--- src/rtl/incrementador_pontos.sv ---
// incrementador_pontos
// BCD score accumulator. Each accepted add request puts a 0-9 amount into the
// score one digit per clock, rippling the carry upward, so no wide BCD adder
// is needed. A one-cycle extra-life pulse is raised when the add carries into
// digit BONUS_DIG. The score saturates at all-9s.
//
// Ports:
//   clock       system clock, all state changes on the rising edge
//   clr         asynchronous active-high reset
//   zera        synchronous score clear; beats everything except clr
//   inc         add request, taken only while pronto=1
//   valor       BCD amount to add; values above 9 count as 9
//   Q           BCD score, digit i at Q[4i+3:4i]; valid while pronto=1
//   pronto      idle and ready to accept inc
//   sat         score is stuck at all-9s
//   vida_extra  one-cycle extra-life pulse
module incrementador_pontos #(
   parameter int DIGITS    = 4,
   parameter int BONUS_DIG = 3
) (
   input  logic                  clock,
   input  logic                  clr,
   input  logic                  zera,
   input  logic                  inc,
   input  logic [3:0]            valor,
   output logic [4*DIGITS-1:0]   Q,
   output logic                  pronto,
   output logic                  sat,
   output logic                  vida_extra
);

   localparam int IW = (DIGITS > 1) ? $clog2(DIGITS) : 1;
   localparam logic [IW-1:0]       I_LAST    = IW'(DIGITS - 1);
   localparam logic [IW-1:0]       I_BONUS   = IW'(BONUS_DIG - 1);
   localparam logic [4*DIGITS-1:0] ALL_NINES = {DIGITS{4'h9}};

   typedef enum logic [1:0] {
      IDLE = 2'd0,
      SOMA = 2'd1,
      FIM  = 2'd2
   } estado_t;

   // Amounts above 9 are not valid BCD; treat them as the largest digit.
   function automatic logic [3:0] clamp_bcd(input logic [3:0] v);
      if (v > 4'd9) begin
         clamp_bcd = 4'd9;
      end else begin
         clamp_bcd = v;
      end
   endfunction

   estado_t             state_r, state_s;
   logic [4*DIGITS-1:0] q_r, q_s;
   logic [3:0]          c_r, c_s;     // amount still to add into digit i
   logic [IW-1:0]       i_r, i_s;     // digit being processed
   logic                b_r, b_s;     // carry reached the bonus digit
   logic                sat_r, sat_s;
   logic [3:0]          digit_s;
   logic [4:0]          sum_s;

   // Outputs come straight from the state registers.
   assign Q          = q_r;
   assign sat        = sat_r;
   assign pronto     = (state_r == IDLE);
   // c still set in FIM means the top digit overflowed: no bonus on that add.
   assign vida_extra = (state_r == FIM) && b_r && (c_r == 4'd0);

   // Next-state and datapath update for the digit-serial add.
   always_comb begin
      state_s = state_r;
      q_s     = q_r;
      c_s     = c_r;
      i_s     = i_r;
      b_s     = b_r;
      sat_s   = sat_r;
      digit_s = q_r[4*i_r +: 4];
      sum_s   = {1'b0, digit_s} + {1'b0, c_r};

      if (zera) begin
         state_s = IDLE;
         q_s     = '0;
         c_s     = 4'd0;
         i_s     = '0;
         b_s     = 1'b0;
         sat_s   = 1'b0;
      end else begin
         case (state_r)
            IDLE: begin
               if (inc && !sat_r) begin
                  c_s     = clamp_bcd(valor);
                  i_s     = '0;
                  b_s     = 1'b0;
                  state_s = SOMA;
               end else begin
                  state_s = IDLE;
               end
            end
            SOMA: begin
               if (sum_s > 5'd9) begin
                  // Sum is 10..18, so the low nibble minus 10 wraps to the right digit.
                  q_s[4*i_r +: 4] = sum_s[3:0] - 4'd10;
                  c_s             = 4'd1;
                  if (i_r == I_BONUS) begin
                     b_s = 1'b1;
                  end else begin
                     b_s = b_r;
                  end
               end else begin
                  q_s[4*i_r +: 4] = sum_s[3:0];
                  c_s             = 4'd0;
               end
               if ((c_s == 4'd0) || (i_r == I_LAST)) begin
                  state_s = FIM;
               end else begin
                  i_s = i_r + IW'(1);
               end
            end
            FIM: begin
               // Carry left over here came out of the top digit.
               if (c_r != 4'd0) begin
                  q_s   = ALL_NINES;
                  sat_s = 1'b1;
                  b_s   = 1'b0;
               end else begin
                  q_s = q_r;
               end
               c_s     = 4'd0;
               state_s = IDLE;
            end
            default: begin
               state_s = IDLE;
               c_s     = 4'd0;
               b_s     = 1'b0;
            end
         endcase
      end
   end

   // State register with asynchronous clear.
   always_ff @(posedge clock or posedge clr) begin
      if (clr) begin
         state_r <= IDLE;
         q_r     <= '0;
         c_r     <= 4'd0;
         i_r     <= '0;
         b_r     <= 1'b0;
         sat_r   <= 1'b0;
      end else begin
         state_r <= state_s;
         q_r     <= q_s;
         c_r     <= c_s;
         i_r     <= i_s;
         b_r     <= b_s;
         sat_r   <= sat_s;
      end
   end

endmodule

--- config.mk ---
export PLATFORM = sky130hd
export DESIGN_NAME = incrementador_pontos
export DESIGN_NICKNAME = d
export VERILOG_FILES = /design/src/rtl/incrementador_pontos.sv
export SDC_FILE = /design/constraint.sdc
export NUM_CORES = 1
export LEC_CHECK = 0
export BUFFER_PORTS_ARGS = -buffer_cell sky130_fd_sc_hd__buf_2
export CAP_MARGIN = 20
export CORE_UTILIZATION = 56
export CTS_CLUSTER_SIZE = 24
export DETAILED_ROUTE_END_ITERATION = 7
export GPL_TIMING_DRIVEN = 0
export HOLD_SLACK_MARGIN = 0.05
export PLACE_DENSITY = 0.88
export SLEW_MARGIN = 30
export SYNTH_ARGS = -nofsm -noshare
export SYNTH_HDL_FRONTEND = slang
export SYNTH_SLANG_ARGS = --single-unit
--- constraint.sdc ---
create_clock -name clock -period 4.48 [get_ports clock]
set_input_delay 1.12 -clock clock [delete_from_list [all_inputs] [get_ports clock]]
set_output_delay 1.12 -clock clock [all_outputs]
set_load 0.005 [all_outputs]
* Word level (Yosys, flattened, before mapping)
Index checks and enable logic that the tools add are counted.
** Cells by class
- Add/sub/neg operators :: 4
- Multiply operators :: 0
- Div/mod/pow operators :: 0
- Order comparisons :: 2
- Eq/ne operators :: 10
- Shift-type cells :: 4
- Mux-type cells :: 30
- Bitwise gates (word level) :: 0
- Reduce and logical (&&, ||, !) cells :: 17
** Operators by type and width (count)
- 4-bit by 34-bit variable part select with 16-bit output :: 2
- 16-bit 2-to-1 mux :: 3
- 4-bit negation with 34-bit output :: 1
- 4-bit by 34-bit variable shift with 16-bit output, first input constant :: 1
- 16-bit bitwise mux :: 2
- 16-bit case mux with 2 select lines :: 1
- 4-bit 2-to-1 mux :: 5
- 16-bit by 5-bit variable part select with 4-bit output :: 1
- 3-bit inequality test, second input constant :: 4
- 1-bit 2-to-1 mux :: 10
- 2-bit 2-to-1 mux :: 5
- 4-bit logical NOT :: 2
- 2-bit case mux with 2 select lines :: 2
- 4-bit case mux with 2 select lines :: 1
- 2-bit equality test, second input constant :: 3
- 3-bit by 2-bit inequality test with 1-bit output, second input constant :: 2
- 3-bit nonzero test :: 2
- 4-bit by 4-bit adder with 5-bit output :: 1
- 5-bit by 4-bit > comparator with 1-bit output, second input constant :: 1
- 4-bit > comparator, second input constant :: 1
- 2-bit AND reduction :: 2
- 4-bit AND reduction :: 1
- 2-bit nonzero test :: 2
- 4-bit nonzero test :: 1
- other kinds (9) :: 11
** Word-level totals
- Register bits after elaboration :: 26
- Bits in latches :: 0
- RAM bits :: 0
- Bits in read-only memories :: 0
- Bits of input ports :: 8
- Output and inout bits :: 19
- Logic and storage cells :: 73
- Memories :: 0

* Longest topological paths before layout
Gate-level depths: netlist (run 1).
- Word-level depth :: 11
- Depth in mapped cells :: 12
- Depth with buffers taken out :: 11

* Least setup slack after synthesis (run 1)
OpenSTA, ideal clock, no wires.
- Path type :: register to register
- Start :: register i_r[0]
- End :: register q_r[14], in the netlist Q[14]
- Library setup time :: 0.068 ns
- Arrival :: 3.138 ns
- Required time :: 4.412 ns
- Slack :: 1.274 ns
- Cell stages (with the launch flop) :: 13
- Buffers on the path :: 1
- Clock period less this slack :: 3.206 ns
- Cell sequence :: dfrtp_1 -> buf_4 -> mux4_2 -> ha_1 -> fa_1 -> xor2_2 -> inv_1 -> ha_1 -> inv_1 -> o22ai_2 -> or3_1 -> a221oi_2 -> a22o_1
** On the way
- Longest elaborated chain between the ends :: 8
- Elaborated cells between the ends (all ways) :: 13
- Classes of those cells :: 3 x add/sub; 1 x order compare; 4 x shift; 5 x mux
** RTL lines
- from (decl) :: RTL line 55 : logic [IW-1:0] i_r, i_s;
- from (signal assigned) :: RTL line 152 : i_r <= i_s;
- 16-bit by 5-bit variable part select with 4-bit output :: RTL line 76 : digit_s = q_r[4*i_r +: 4];
- 4-bit by 4-bit adder with 5-bit output :: RTL line 77 : sum_s = {1'b0, digit_s} + {1'b0, c_r};
- 4-bit subtractor :: RTL line 101 : q_s[4*i_r +: 4] = sum_s[3:0] - 4'd10;
- 4-bit by 34-bit variable part select with 16-bit output :: RTL line 101
- 16-bit bitwise mux :: RTL line 101
- 16-bit 2-to-1 mux * :: RTL line 99 : if (sum_s > 5'd9) begin
- 16-bit case mux with 2 select lines * :: RTL line 87 : case (state_r)
- 16-bit 2-to-1 mux * :: RTL line 79 : if (zera) begin
- to (signal assigned) :: RTL line 150 : q_r <= q_s;
- to (decl) :: RTL line 53 : logic [4*DIGITS-1:0] q_r, q_s;
Every way passes the cells marked *; elsewhere a longest branch is shown, timed or not.
A chain may end at the register's enable or synchronous reset.

* Worst setup path after layout (run 1)
- Start :: register i_r[0]
- End :: register q_r[6], in the netlist Q[6]
The elaborated chain is that of the path after synthesis.

==> metrics.md, run 1 <==
| Metric | Value |
|---|---|
| Run status | `complete, no violations` |
| Initial Utilization | `60.10%` |
| RSZ-0062 raised after global routing | `no` |
| Maxcap violations | `0` |
| Worst Min Path Start | `Q[1]$_DFFE_PP0P_` |
| Clock transition at the registers of the reported paths | `0.13 ns` |
| Largest area contributor in the netlist | `dfrtp_1` |
| Final min period | `3.736 ns` |
| Crit path launch | `i_r[0]$_DFFE_PP0P_` |
| VDD IR max | `0.0002528 V` |
| Commonest non-fill, non-tap cell in the layout | `buf_2` |
| Area after DPL | `1841 sq um` |
| Setup TNS | `0 ns` |
| Synth Area in XOR/XNOR | `1.497%` |
| CP Class | `flop to flop` |
| Drt drc | `0` |
| Crit path cell chain | `buf_4, mux4_2, ha_1, fa_1, xor2_2, inv_1, ha_1, inv_1, o22ai_2, o31ai_1, a221oi_2, a32o_1` |
| CP Depth | `12` |
| Slew headroom | `approximately 50%` |
| Post-synthesis compound-gate area fraction | `23.35%` |
| Synthesized Nets | `between 150 and 200` |
| Layout cell share with drive strength beyond 1 | `26.50%` |
| Final hold violation count | `0` |
| Core area | `2781 sq um` |
| CTS max path bufs | `2` |
| Post-DP HPWL | `3048 microns` |
| Reg-to-reg slack, setup | `0.74 ns` |
| H-tree depth | `1` |
| TritonCTS Buffers | `3` |
| Worst EP required | `4.71 ns` |
| Yosys warns | `0` |
| Final Wtd Congestion | `0.9114` |
| Pin count of the biggest net entering global routing | `27` |
| Root Driver | `clkbuf_4` |
| Row count | `19` |
| Clk network pwr share | `20.7%` |
| Worst reg2reg startpoint | `i_r[0]$_DFFE_PP0P_` |
| Reg-to-Reg End | `Q[6]$_DFFE_PP0P_` |
| I/O Pins | `27` |
| Post-route cell area | `between 1500 and 2000 sq um` |
| P_leak | `0.8767 nW` |
| Worst-path maximum fanout | `10` |
| Ant diodes | `0` |
| Flop pwr share | `approximately 46%` |
| CTS tree | `yes` |
| Worst reg-to-reg path cell count | `12` |
| Setup Buffers After CTS | `0` |
| P_int | `about 0.37 mW` |
| Worst Setup EP | `Q[6]$_DFFE_PP0P_` |
| Synth Flop Type | `dfrtp_1` |
| Post-Route WL | `roughly 4000 microns` |
| Top-area cell type share of the netlist area | `38.92%` |
| Syn Inst Count | `170` |
| Mux cell area share after synthesis | `under 10%` |
| Sw Pwr | `0.1978 mW` |
| Antenna Nets Post-Route | `0` |
| Die Wd | `56.64 microns` |
| Top post-synthesis cells by area | `dfrtp_1 (39%), ha_1 (6.7%), mux4_2 (5.4%)` |
| Post-synthesis simple-gate area fraction | `between 15 and 20%` |
| Routed WL per cell | `17.08 microns` |
| CP Buf/Inv Count | `3` |
| Net switching share of the total power | `34.58%` |
| Drt first pass iters | `4` |
| CP endpoint kind | `flop` |
| Largest stage delay on the critical path | `0.61 ns` |
| DRT iter0 DRCs | `85` |
| Num Clock Sinks | `26` |
| Synth Register Bits | `26` |
| Hold_ws | `0.5313 ns` |
| CP Launch Type | `flop` |
| Post-synth EDFFs | `0` |
| Die H | `56.64 microns` |
| Clock skew | `0.001768 ns` |
| Synth Area in Adders | `under 10%` |
| Post-Syn Area | `1672 sq um` |
| Synth unique cells | `47` |
| Largest family of logic cells by synthesized area | `compound AO/OA/AOI/OAI gates` |
| Crit share post-route | `83.40%` |
| Pin slew with the least headroom to its limit | `0.7328 ns` |
| Via density | `roughly 6.4` |
| Max Fclk | `0.2677 GHz` |
| Slowest CP cell | `o31ai_1` |
| Global-route wire length before repair | `6630 microns` |
| Final Net Count | `219` |
| Slew Viols, Final | `0` |
| Total track usage | `approximately a quarter` |
| Vias in the first global route | `1,468` |
| Async SR Flop Fraction | `100.0%` |
| Vias | `1,484` |
| Power Density | `~300 nW/um^2` |
| Most frequent cells in the layout | `buf_2 (28), dfrtp_1 (26), nor2_1 (17), a21oi_1 (14), nand2_1 (13)` |
| Port bufs | `26` |
| Hold WC Path Type | `flop to flop` |
| Gates resized, CTS repair | `0` |
| Power Total | `0.5720 mW` |
| Comb pwr share | `33.3%` |
| Syn_area_per_cell | `9.833 sq um` |
| Initial antenna violation count | `0` |
| Clk_lat worst skew | `0.32 ns` |
| Family with the most delay on the worst path | `compound AO/OA/AOI/OAI gates` |
| Area Overhead vs Synth | `12.28%` |
| Hold_buf cts | `0` |
| Register area share after synthesis | `38.92%` |
| Worst path arrival time | `a little under 4 ns` |
| Die area | `3208 sq um` |
| Setup violators final | `0` |
| Total gr overflow | `0` |
[kinds of logic after synthesis]
| group | after synthesis |
|---|---|
| AOI/OAI and AO/OA | 54 |
| xor gates and xnor gates | 2 |
| adders and majority gates | 10 |
| buffers and inverters | 16 |
| DFF | 26 |
| muxes | 6 |
| and+or+nand+nor | 56 |
[state kept, by name, indices dropped and copies added (netlist names)]
signal,count
sat,1
b_r,1
c_r,4
i_r,2
state_r,2
Q,16
[per-stage QoR]
stage | setup WS, ns | std cells | util, %
after floorplan | 1.275 | 170 | -
after global placement | 1.000 | 227 | 66.17
after global routing | 0.5775 | 231 | 67.48
after CTS | 0.8232 | 231 | 67.48
final | 0.7439 | 231 | 67.48
after detailed placement | 0.8436 | 227 | 66.17
[final cells by class]
cell class              instances  area, sq um
clock buffers                   4        36.28
plain buffers                   8        37.54
fillers                       211        904.6
inverters                       8        30.03
repair buffers                 26        130.1
well taps                      31        38.79
flip-flops and latches         26        650.6
multi-input cells             128        953.4
[tightest hold or removal path, delay by kind of cell (launching register included)]
family | cells | cell delay, ns
AOI/OAI and AO/OA | 1 | 0.07
and+or+nand+nor | 1 | 0.05
DFF | 1 | 0.39
[power by group through the flow]
stage          logic, mW  clock network, mW  registers, mW
2_1_floorplan      0.135                  0          0.264
3_3_place_gp       0.179                  0          0.266
3_5_place_dp       0.186                  0          0.267
4_1_cts            0.188              0.119          0.262
5_1_grt            0.207              0.127          0.265
6_report           0.191              0.119          0.263
[how the worst min path moves through the flow]
stage	end	slack (ns)	depth (start not counted)
2_1_floorplan	Q[8]$_DFFE_PP0P_	0.49	2
3_3_place_gp	Q[8]$_DFFE_PP0P_	0.48	2
3_5_place_dp	Q[8]$_DFFE_PP0P_	0.50	2
4_1_cts	Q[12]$_DFFE_PP0P_	0.54	2
5_1_grt	Q[12]$_DFFE_PP0P_	0.56	2
6_report	Q[1]$_DFFE_PP0P_	0.53	2
[metal layers]
layer	vias up	track usage [%]	part of all wire (%)
met5	-	0	0
met4	0	11.50	2.1
met3	11	2.304	6.1
met2	62	45.88	50
met1	722	34.15	42
li1	689	-	-
[Yosys cell counts (all sizes together), types with 2 or more instances]
cell type / n
mux4: 4
a221oi: 2
o22ai: 2
nor3: 2
nor3b: 4
inv: 8
or3: 2
nor2: 17
clkbuf: 5
a31oi: 2
nand2b: 3
a32o: 2
nor2b: 3
nand2: 13
o31ai: 5
a21oi: 14
buf: 3
a211oi: 5
dfrtp: 26
nand3: 4
o21ai: 11
or3b: 2
ha: 9
a22o: 4
(Power assumes the default switching activity.)
==> inputs of run 2 (changes only) <==
--- a/config.mk
+++ b/config.mk
@@ -5,6 +5,7 @@
 export SDC_FILE = /design/constraint.sdc
 export NUM_CORES = 1
 export LEC_CHECK = 0
+export ABC_AREA = 1
 export BUFFER_PORTS_ARGS = -buffer_cell sky130_fd_sc_hd__buf_2
 export CAP_MARGIN = 20
 export CORE_UTILIZATION = 56
==> constraint.sdc (replaced) <==
create_clock -name clock -period 3.7 [get_ports clock]
set_input_delay 0.925 -clock clock [delete_from_list [all_inputs] [get_ports clock]]
set_output_delay 0.925 -clock clock [all_outputs]
set_load 0.005 [all_outputs]
==> metrics.md, run 2 <==
| Metric | Value |
|---|---|
| Finished Layout Cells | `302` |
| Setup violators final | `0` |
| Vias in the first global route | `around 1,500` |
| Worst reg2reg startpoint | `i_r[0]$_DFFE_PP0P_` |
| Total gr overflow | `0` |
| Max Fclk | `0.3208 GHz` |
| Global-route wire length before repair | `6782 microns` |
| Slew Viols, Final | `0` |
| Drt drc | `1` |
| Grt met2 use | `between 40% and 50%` |
| Reg-to-Reg End | `Q[15]$_DFFE_PP0P_` |
| Pin slew with the least headroom to its limit | `0.6680 ns` |
| Post-synth EDFFs | `0` |
| Routing usage on met3 | `under 10%` |
| Worst Min Path Start | `Q[7]$_DFFE_PP0P_` |
| Fill cell count | `248` |
| Ant diodes | `0` |
| Worst EP required | `3.94 ns` |
| GRT busiest layer | `met2` |
| Via density | `5.788` |
| CP endpoint kind | `flop` |
| H-tree depth | `1` |
| Clock transition at the registers of the reported paths | `0.14 ns` |
| Initial Utilization | `between 60% and 70%` |
| Hold_ws | `0.5106 ns` |
| Crit share post-route | `84.26%` |
| Routed WL per cell | `13.98 microns` |
| Antenna Nets Post-Route | `0` |
| Final core occ | `69.08%` |
| Top-area cell type share of the netlist area | `37.09%` |
| Commonest non-fill, non-tap cell in the layout | `nand2_1` |
| GR Util met1 | `34.82%` |
| Top post-synthesis cells by area | `dfrtp_1 (37%), nand2_1 (12%), inv_1 (6.8%)` |
| Worst-path maximum fanout | `11` |
| Top-count cell post-synth | `nand2_1` |
| Syn_area_per_cell | `7.249 sq um` |
| Slew headroom | `55.00%` |
| Num Clock Sinks | `26` |
| Die H | `approximately 58 microns` |
| Worst reg-to-reg path cell count | `18` |
| Pin count of the biggest net entering global routing | `27` |
| Final Net Count | `between 200 and 300` |
| Gates resized, CTS repair | `0` |
| Syn Inst Count | `around 240` |
| Final min period | `3.118 ns` |
| Placed cell count | `298` |
| Synth Register Bits | `26` |
| Run status | `complete, but fails checks` |
| Core area | `approximately 2900 sq um` |
| Hold WC Path Type | `flop to flop` |
| Yosys warns | `0` |
| Clk_lat worst skew | `0.33 ns` |
| Final Wtd Congestion | `0.8782` |
| Port bufs | `25` |
| Most frequent cells in the layout | `nand2_1 (58), inv_1 (31), buf_2 (27), dfrtp_1 (26), nor2_1 (26)` |
| Register area share after synthesis | `37.09%` |
| Hold_buf cts | `0` |
| CTS max path bufs | `2` |
| Setup Buffers After CTS | `0` |
| TritonCTS Buffers | `3` |
| Row count | `19` |
| Total track usage | `26.36%` |
| Vias | `1,748` |
| Max reg flops | `16` |
| RSZ-0062 raised after global routing | `no` |
| VDD IR max | `0.0003547 V` |
| Drt first pass iters | `7` |
| DRT iter0 DRCs | `114` |
| Synth Flop Type | `dfrtp_1` |
| Reg-to-reg slack, setup | `0.58 ns` |
| Post-synth top cells | `nand2_1 (58), inv_1 (32), dfrtp_1 (26), nor2_1 (26), o21ai_0 (23)` |
| Async SR Flop Fraction | `100.0%` |
| Largest area contributor in the netlist | `dfrtp_1` |
| I/O Pins | `27` |
| Worst path arrival time | `3.35 ns` |
| Final hold violation count | `0` |
| CP Class | `flop to flop` |
| Post-DP HPWL | `3237 microns` |
| Hold Path Sink | `Q[7]$_DFFE_PP0P_` |
| Die Wd | `57.97 microns` |
| Layout cell share with drive strength beyond 1 | `17.71%` |
| Clock skew | `0.004790 ns` |
| CP Launch Type | `flop` |
| Failing checks | `DRC` |
| Area Overhead vs Synth | `12.34%` |
| Root Driver | `clkbuf_4` |
| Power Density | `725.0 nW/um^2` |
| Setup TNS | `0 ns` |
| P_leak | `1.063 nW` |
| Die area | `3361 sq um` |
| Maxcap violations | `0` |
| Post-Route WL | `4221 microns` |
| Synthesized Nets | `260` |
| Synth unique cells | `26` |
| CTS tree | `yes` |
| Power Total | `1.429 mW` |
| Initial antenna violation count | `0` |
| Post-Syn Area | `1754 sq um` |
| Hold Path Depth | `2` |
-- run 2: changes by cell type after synthesis, sizes merged, moves of 5 or more --
cell    change
nand2      +52
inv        +25
o21ai      +18
nand3      +15
nor2       +12
a21oi       -7
a211oi      -5
nand4       +5
-- run 2: worst max-delay path by stage --
stage                     cells past startpoint  slack (ns)          startpoint                  to
after CTS                                    18        0.60  i_r[0]$_DFFE_PP0P_  i_r[1]$_DFFE_PP0P_
after detailed placement                     18        0.64  i_r[0]$_DFFE_PP0P_  i_r[1]$_DFFE_PP0P_
after floorplan                              18        1.06  i_r[0]$_DFFE_PP0P_  i_r[1]$_DFFE_PP0P_
after global placement                       18        0.72  i_r[0]$_DFFE_PP0P_   Q[15]$_DFFE_PP0P_
after global routing                         18        0.38  i_r[0]$_DFFE_PP0P_  i_r[1]$_DFFE_PP0P_
final                                        18        0.58  i_r[0]$_DFFE_PP0P_   Q[15]$_DFFE_PP0P_
-- run 2: metrics by stage --
stage | worst slack, ns | area, sq um
2_1_floorplan | 1.056 | 1754
3_3_place_gp | 0.7159 | 1918
3_5_place_dp | 0.6445 | 1918
4_1_cts | 0.6001 | 1971
5_1_grt | 0.3840 | 1971
6_report | 0.5824 | 1971
-- run 2: logic make-up after synthesis --
group,after synthesis,synth area share (%)
AO/OA/AOI/OAI,47,14.69
adder cells (fa/ha/maj),10,7.561
buffers and inverters,37,9.344
flip-flops,26,37.09
AND/OR/NAND/NOR,122,31.31
-- run 2: layout make-up --
cell class / count / area [sq um] / share of cell area [%]
clock buffers: 3 / 22.52 / 1.143
repair buffers: 25 / 125.1 / 6.349
multi-input cells: 179 / 939.7 / 47.68
inverters: 33 / 128.9 / 6.540
plain buffers: 4 / 35.03 / 1.778
well taps: 31 / 38.79 / 1.968
clock inverters: 1 / 30.03 / 1.524
flip-flops and latches: 26 / 650.6 / 33.02
-- run 2: routing by layer --
| layer | vias up | routed length [microns] |
|---|---|---|
| li1 | 847 | - |
| met1 | 817 | 1908 |
| met2 | 75 | 1993 |
| met3 | 9 | 253 |
| met4 | 0 | 65 |
| met5 | - | 0 |
-- run 2: worst max-delay path: stages (launching register included) --
cell and delay [ns]:
dfrtp_1 0.48, inv_1 0.13, clkbuf_8 0.19, o21ai_0 0.17, o21ai_0 0.14, ha_1 0.24
fa_1 0.58, inv_1 0.08, ha_1 0.22, nand2_1 0.08, nand2_1 0.06, nand2_2 0.08
nand2_4 0.10, inv_6 0.11, nand2_1 0.11, nand3_1 0.10, nand2_1 0.06, nand2_1 0.06
nand2_1 0.05
-- run 2: power breakdown --
part,total [mW],internal [mW],switching [mW]
Sequential,0.386,0.335,0.0507
Clock,0.198,0.110,0.0880
Combinational,0.845,0.278,0.568
Total,1.43,0.723,0.706
